<file path="src/rtl/ym3438_timer.sv">
// YM3438 Timer A/B block: decodes register writes 0x24-0x27 and runs the two
// reloading up-counters, their status flags, the CSM overflow pulse and CH3 mode.
module ym3438_timer #(
    parameter int TB_PRESCALE_BITS = 4
) (
    input  logic       MCLK,
    input  logic       reset,
    input  logic       timer_tick,
    input  logic       write_addr_en,
    input  logic       write_data_en,
    input  logic [7:0] data_bus,
    input  logic       bank,
    output logic       timer_a,
    output logic       timer_b,
    output logic       timer_a_ovf,
    output logic [1:0] ch3_mode
);

    localparam logic [TB_PRESCALE_BITS-1:0] PRESC_ONE = 1;

    logic [8:0]                  addr_reg;
    logic [9:0]                  ta_reg;
    logic [7:0]                  tb_reg;
    logic                        load_a_reg;
    logic                        load_b_reg;
    logic                        en_a_reg;
    logic                        en_b_reg;
    logic [1:0]                  ch3_reg;
    logic [9:0]                  cnt_a_reg;
    logic [7:0]                  cnt_b_reg;
    logic [TB_PRESCALE_BITS-1:0] presc_reg;
    logic                        flag_a_reg;
    logic                        flag_b_reg;
    logic                        ovf_a_reg;

    logic wr_24;
    logic wr_25;
    logic wr_26;
    logic wr_27;
    logic load_a_rise;
    logic load_b_rise;
    logic presc_wrap;
    logic ovf_a;
    logic ovf_b;

    // Data strobes always decode the address stored before this edge.
    always_comb begin
        wr_24       = write_data_en && !addr_reg[8] && (addr_reg[7:0] == 8'h24);
        wr_25       = write_data_en && !addr_reg[8] && (addr_reg[7:0] == 8'h25);
        wr_26       = write_data_en && !addr_reg[8] && (addr_reg[7:0] == 8'h26);
        wr_27       = write_data_en && !addr_reg[8] && (addr_reg[7:0] == 8'h27);
        load_a_rise = wr_27 && data_bus[0] && !load_a_reg;
        load_b_rise = wr_27 && data_bus[1] && !load_b_reg;
        presc_wrap  = timer_tick && (presc_reg == '1);
        ovf_a       = load_a_reg && timer_tick && (cnt_a_reg == 10'h3FF);
        ovf_b       = load_b_reg && presc_wrap && (cnt_b_reg == 8'hFF);
    end

    always_ff @(posedge MCLK) begin
        if (reset) begin
            addr_reg   <= '0;
            ta_reg     <= '0;
            tb_reg     <= '0;
            load_a_reg <= 1'b0;
            load_b_reg <= 1'b0;
            en_a_reg   <= 1'b0;
            en_b_reg   <= 1'b0;
            ch3_reg    <= '0;
        end else begin
            if (write_addr_en) begin
                addr_reg <= {bank, data_bus};
            end
            if (wr_24) begin
                ta_reg[9:2] <= data_bus;
            end
            if (wr_25) begin
                ta_reg[1:0] <= data_bus[1:0];
            end
            if (wr_26) begin
                tb_reg <= data_bus;
            end
            if (wr_27) begin
                load_a_reg <= data_bus[0];
                load_b_reg <= data_bus[1];
                en_a_reg   <= data_bus[2];
                en_b_reg   <= data_bus[3];
                ch3_reg    <= data_bus[7:6];
            end
        end
    end

    // A fresh load swallows a coincident tick; otherwise count and reload at terminal.
    always_ff @(posedge MCLK) begin
        if (reset) begin
            cnt_a_reg <= '0;
            cnt_b_reg <= '0;
            presc_reg <= '0;
        end else begin
            if (timer_tick) begin
                presc_reg <= presc_reg + PRESC_ONE;
            end
            if (load_a_rise) begin
                cnt_a_reg <= ta_reg;
            end else if (load_a_reg && timer_tick) begin
                cnt_a_reg <= ovf_a ? ta_reg : cnt_a_reg + 10'd1;
            end
            if (load_b_rise) begin
                cnt_b_reg <= tb_reg;
            end else if (load_b_reg && presc_wrap) begin
                cnt_b_reg <= ovf_b ? tb_reg : cnt_b_reg + 8'd1;
            end
        end
    end

    // Flag set takes priority over a same-cycle clear so no overflow is lost.
    always_ff @(posedge MCLK) begin
        if (reset) begin
            flag_a_reg <= 1'b0;
            flag_b_reg <= 1'b0;
            ovf_a_reg  <= 1'b0;
        end else begin
            ovf_a_reg <= ovf_a;
            if (ovf_a && en_a_reg) begin
                flag_a_reg <= 1'b1;
            end else if (wr_27 && data_bus[4]) begin
                flag_a_reg <= 1'b0;
            end
            if (ovf_b && en_b_reg) begin
                flag_b_reg <= 1'b1;
            end else if (wr_27 && data_bus[5]) begin
                flag_b_reg <= 1'b0;
            end
        end
    end

    assign timer_a     = flag_a_reg;
    assign timer_b     = flag_b_reg;
    assign timer_a_ovf = ovf_a_reg;
    assign ch3_mode    = ch3_reg;

endmodule

</file>
<file path="config.mk">
export PLATFORM = sky130hd
export DESIGN_NAME = ym3438_timer
export DESIGN_NICKNAME = d
export VERILOG_FILES = /design/src/rtl/ym3438_timer.sv
export SDC_FILE = /design/constraint.sdc
export NUM_CORES = 1
export LEC_CHECK = 0
export BUFFER_PORTS_ARGS = -buffer_cell sky130_fd_sc_hd__buf_4
export CORE_UTILIZATION = 52
export CTS_BUF_LIST = sky130_fd_sc_hd__clkbuf_16
export DETAILED_ROUTE_END_ITERATION = 8
export PLACE_DENSITY = 0.75
export SYNTH_ARGS = -nofsm -noshare
export SYNTH_HDL_FRONTEND = slang
export SYNTH_SLANG_ARGS = --single-unit
</file>
<file path="constraint.sdc">
create_clock -name MCLK -period 2.55 [get_ports MCLK]
set_input_delay 0.255 -clock MCLK [delete_from_list [all_inputs] [get_ports MCLK]]
set_output_delay 0.255 -clock MCLK [all_outputs]
set_load 0.01 [all_outputs]
</file>
==> flow_metrics.env <==
export IMPL_path_common_cell="nor2_1"
export IMPL_cts_clk_slew_worst_paths_ns=0.05
export IMPL_gr_total_overflow=0
export IMPL_reg2reg_setup_slack_ns=0.52
export IMPL_synth_compound_area_share_pct=9.58
export IMPL_drc=0
export IMPL_layout_commonest_cell="dfxtp_1"
export IMPL_antenna_found_initial=0
export IMPL_reg2reg_from="addr_reg[5]"
export IMPL_endpoint_kind="register"
export IMPL_min_from="bank"
export IMPL_worstHoldPathType="primary input to register"
export IMPL_mostFrequentLayoutCells="dfxtp_1, nor2_1, mux2i_1"
export IMPL_final_util_pct=64.3
export IMPL_multiInputGateArea_um2=1370
export IMPL_viasPerCell=5.88
export IMPL_fin_nets=328
export IMPL_cts_root_buf="clkbuf_16"
export IMPL_cts_tree="yes"
export IMPL_syn_num_nets=310
export IMPL_syn_area_um2=2600
export IMPL_slew_violations=0
export IMPL_slew_limit_headroom_pct=51.3
export IMPL_hpwl_um=4030
export IMPL_crit_chain="or4bb_1 > nor2_1 > nand3b_1 > mux2i_1 > nor2_1"
export IMPL_yosys_area_share_xor_xnor_pct=1.01
export IMPL_ctsResizeCount=0
export IMPL_syn_inst=293
export IMPL_crit_type="register to register"
export IMPL_yosys_area_share_simple_pct=26.7
export IMPL_async_reset_ff_share_pct=0
export IMPL_min_period_ns=2.03
export IMPL_synth_edf_count=0
export IMPL_antenna_cells=0
export IMPL_vias=2239
export IMPL_grt_max_degree=60
export IMPL_cts_path_max_buffers=2
export IMPL_yosys_area_share_adder_pct=1.44
export IMPL_cp_max_fo=8
export IMPL_worst_slew_pin_slew_ns=0.725
export IMPL_drive_gt1_share_pct=12.7
export IMPL_grt_first_pass_wirelength_um=10100
export IMPL_slowest_stage="or4bb_1"
export IMPL_timing_hold_ws_ns=0.183
export IMPL_placed_area_um2=2780
export IMPL_maxCapViolCount=0
export IMPL_p_per_area_nw_per_um2=696
export IMPL_die_area_um2=5280
export IMPL_synth_top_family_by_area="simple AND/OR/NAND/NOR gates"
export IMPL_clock_fmax_ghz=0.493
export IMPL_finalCritPeriodShare_pct=79.5
export IMPL_cts_setup_buffers=0
export IMPL_cts_sinks=58
export IMPL_track_usage_pct=25.4
export IMPL_cts_buffers=9
export IMPL_htreeDepth=3
export IMPL_p_leak_uw=0.00126
export IMPL_fp_dieH_um=72.7
export IMPL_tns_ns=0
export IMPL_synthMuxAreaShare_pct=13.9
export IMPL_final_hold_viol_count=0
export IMPL_dr_pass1_iters=5
export IMPL_port_buffers=18
export IMPL_slowest_delay_ns=0.55
export IMPL_wirelength_um=6070
export IMPL_yosysSeqAreaShare_pct=44.7
export IMPL_rr_endpoint="tb_reg[4]"
export IMPL_synthFlopType="dfxtp_1"
export IMPL_fillers=408
export IMPL_ir_drop_mv=0.443
export IMPL_gp_congestion=0.893
export IMPL_grt_pass1_vias=1973
export IMPL_ant_nets=0
export IMPL_rsz0062_at_grt="no"
export IMPL_fin_area_um2=3060
export IMPL_min_path_cells=3
export IMPL_instances_no_fill=381
export IMPL_critPathLaunchType="register"
export IMPL_syn2layout_area_growth_pct=17.6
export IMPL_status="completed"
export IMPL_fin_skew_ns=0.00534
export IMPL_io_pins=19
export IMPL_die_w_um=72.7
export IMPL_placed_cells_incl_taps=367
export IMPL_finalSetupViolCount=0
export IMPL_cp_required_ns=2.73
export IMPL_synth_warnings=0
export IMPL_synth_seq_cells=58
export IMPL_synthDistinctLibCells=47
export IMPL_core_area_um2=4750
export IMPL_initial_core_util_pct=54.7
export IMPL_avgSynthCellArea_um2=8.87
export IMPL_r2r_cells=5
export IMPL_worstHoldEndpoint="addr_reg[8]"
export IMPL_hold_buffers=0
export IMPL_seq_area_um2=1160
export IMPL_clk_latency_ns=0.32
export IMPL_cp_arrival_ns=2.21
export IMPL_avgRoutedWirePerCell_um=15.9
export IMPL_fp_row_count=25
export IMPL_drt_iter0_markers=263
metrics by stage:
| step | setup WS [ns] | power (µW) |
|---|---|---|
| detailed placement | 0.549 | 1030 |
| finish | 0.522 | 2130 |
| global placement | 0.586 | 1030 |
| floorplan | 0.774 | 996 |
| global route | 0.322 | 2200 |
| CTS | 0.527 | 2140 |
area by class of cell:
type,instances,area share (%)
Multi-Input combinational cell,217,44.8
Inverter,5,0.614
Sequential cell,58,38.0
Timing Repair Buffer,20,4.91
Clock inverter,5,1.56
Clock buffer,9,7.37
Tap cell,67,2.74
worst max-delay path by stage:
stage           startpoint   endpoint  slack [ns]  cells past startpoint
6_report       addr_reg[5]  tb_reg[4]        0.52                      5
2_1_floorplan  addr_reg[8]  ta_reg[3]        0.77                      4
4_1_cts        addr_reg[3]  tb_reg[4]        0.53                      5
5_1_grt        addr_reg[5]  tb_reg[0]        0.32                      5
3_5_place_dp   addr_reg[3]  tb_reg[3]        0.55                      5
3_3_place_gp   addr_reg[3]  tb_reg[7]        0.59                      5
synth_stat cells (2+ instances only):
cell,number,area (µm²)
o211ai_1,3,22.5
xor2_1,2,17.5
nor2_1,51,191
or2_2,4,25.0
nand4_1,6,37.5
clkbuf_1,11,41.3
ha_1,3,37.5
a31oi_1,7,43.8
inv_1,5,18.8
and4_1,3,26.3
nor3_1,5,25.0
a21oi_1,14,70.1
nand3b_1,2,15.0
nand3_1,18,90.1
mux2i_1,35,350
or3_1,2,12.5
nor4_1,3,18.8
o21ai_0,6,30.0
dfxtp_1,58,1160
nand2_1,21,78.8
o21a_1,3,22.5
and2_1,2,12.5
and3_1,5,31.3
report_power, final:
group | internal, µW | total [µW] | switching (µW)
combinational | 36.0 | 83.1 | 47.2
clock | 732 | 1110 | 378
sequential | 921 | 933 | 12.4
worst max-delay path: cells and delay by family (launching register included):
family | cells | cell delay [ns]
flip-flops | 1 | 0.33
AND/OR/NAND/NOR | 4 | 1.27
multiplexers | 1 | 0.28
logic make-up (layout without fill, tap and decap cells):
kind of cell | after synthesis | count (layout)
DFF | 58 | 58
xor gates and xnor gates | 3 | 3
AOI/OAI and AO/OA | 40 | 40
buffers and inverters | 18 | 39
adders and majority gates | 3 | 3
muxes | 36 | 36
and+or+nand+nor | 135 | 135
per-layer routing:
layer  up-vias  GRT usage, %  part of all wire, %
met5         -             0                    0
met2        88          36.0                   44
met3         5          5.80                  7.2
met4         0          9.15                 0.89
met1      1062          37.6                   48
li1       1084             -                    -
Power figures use the tool's default switching activity.
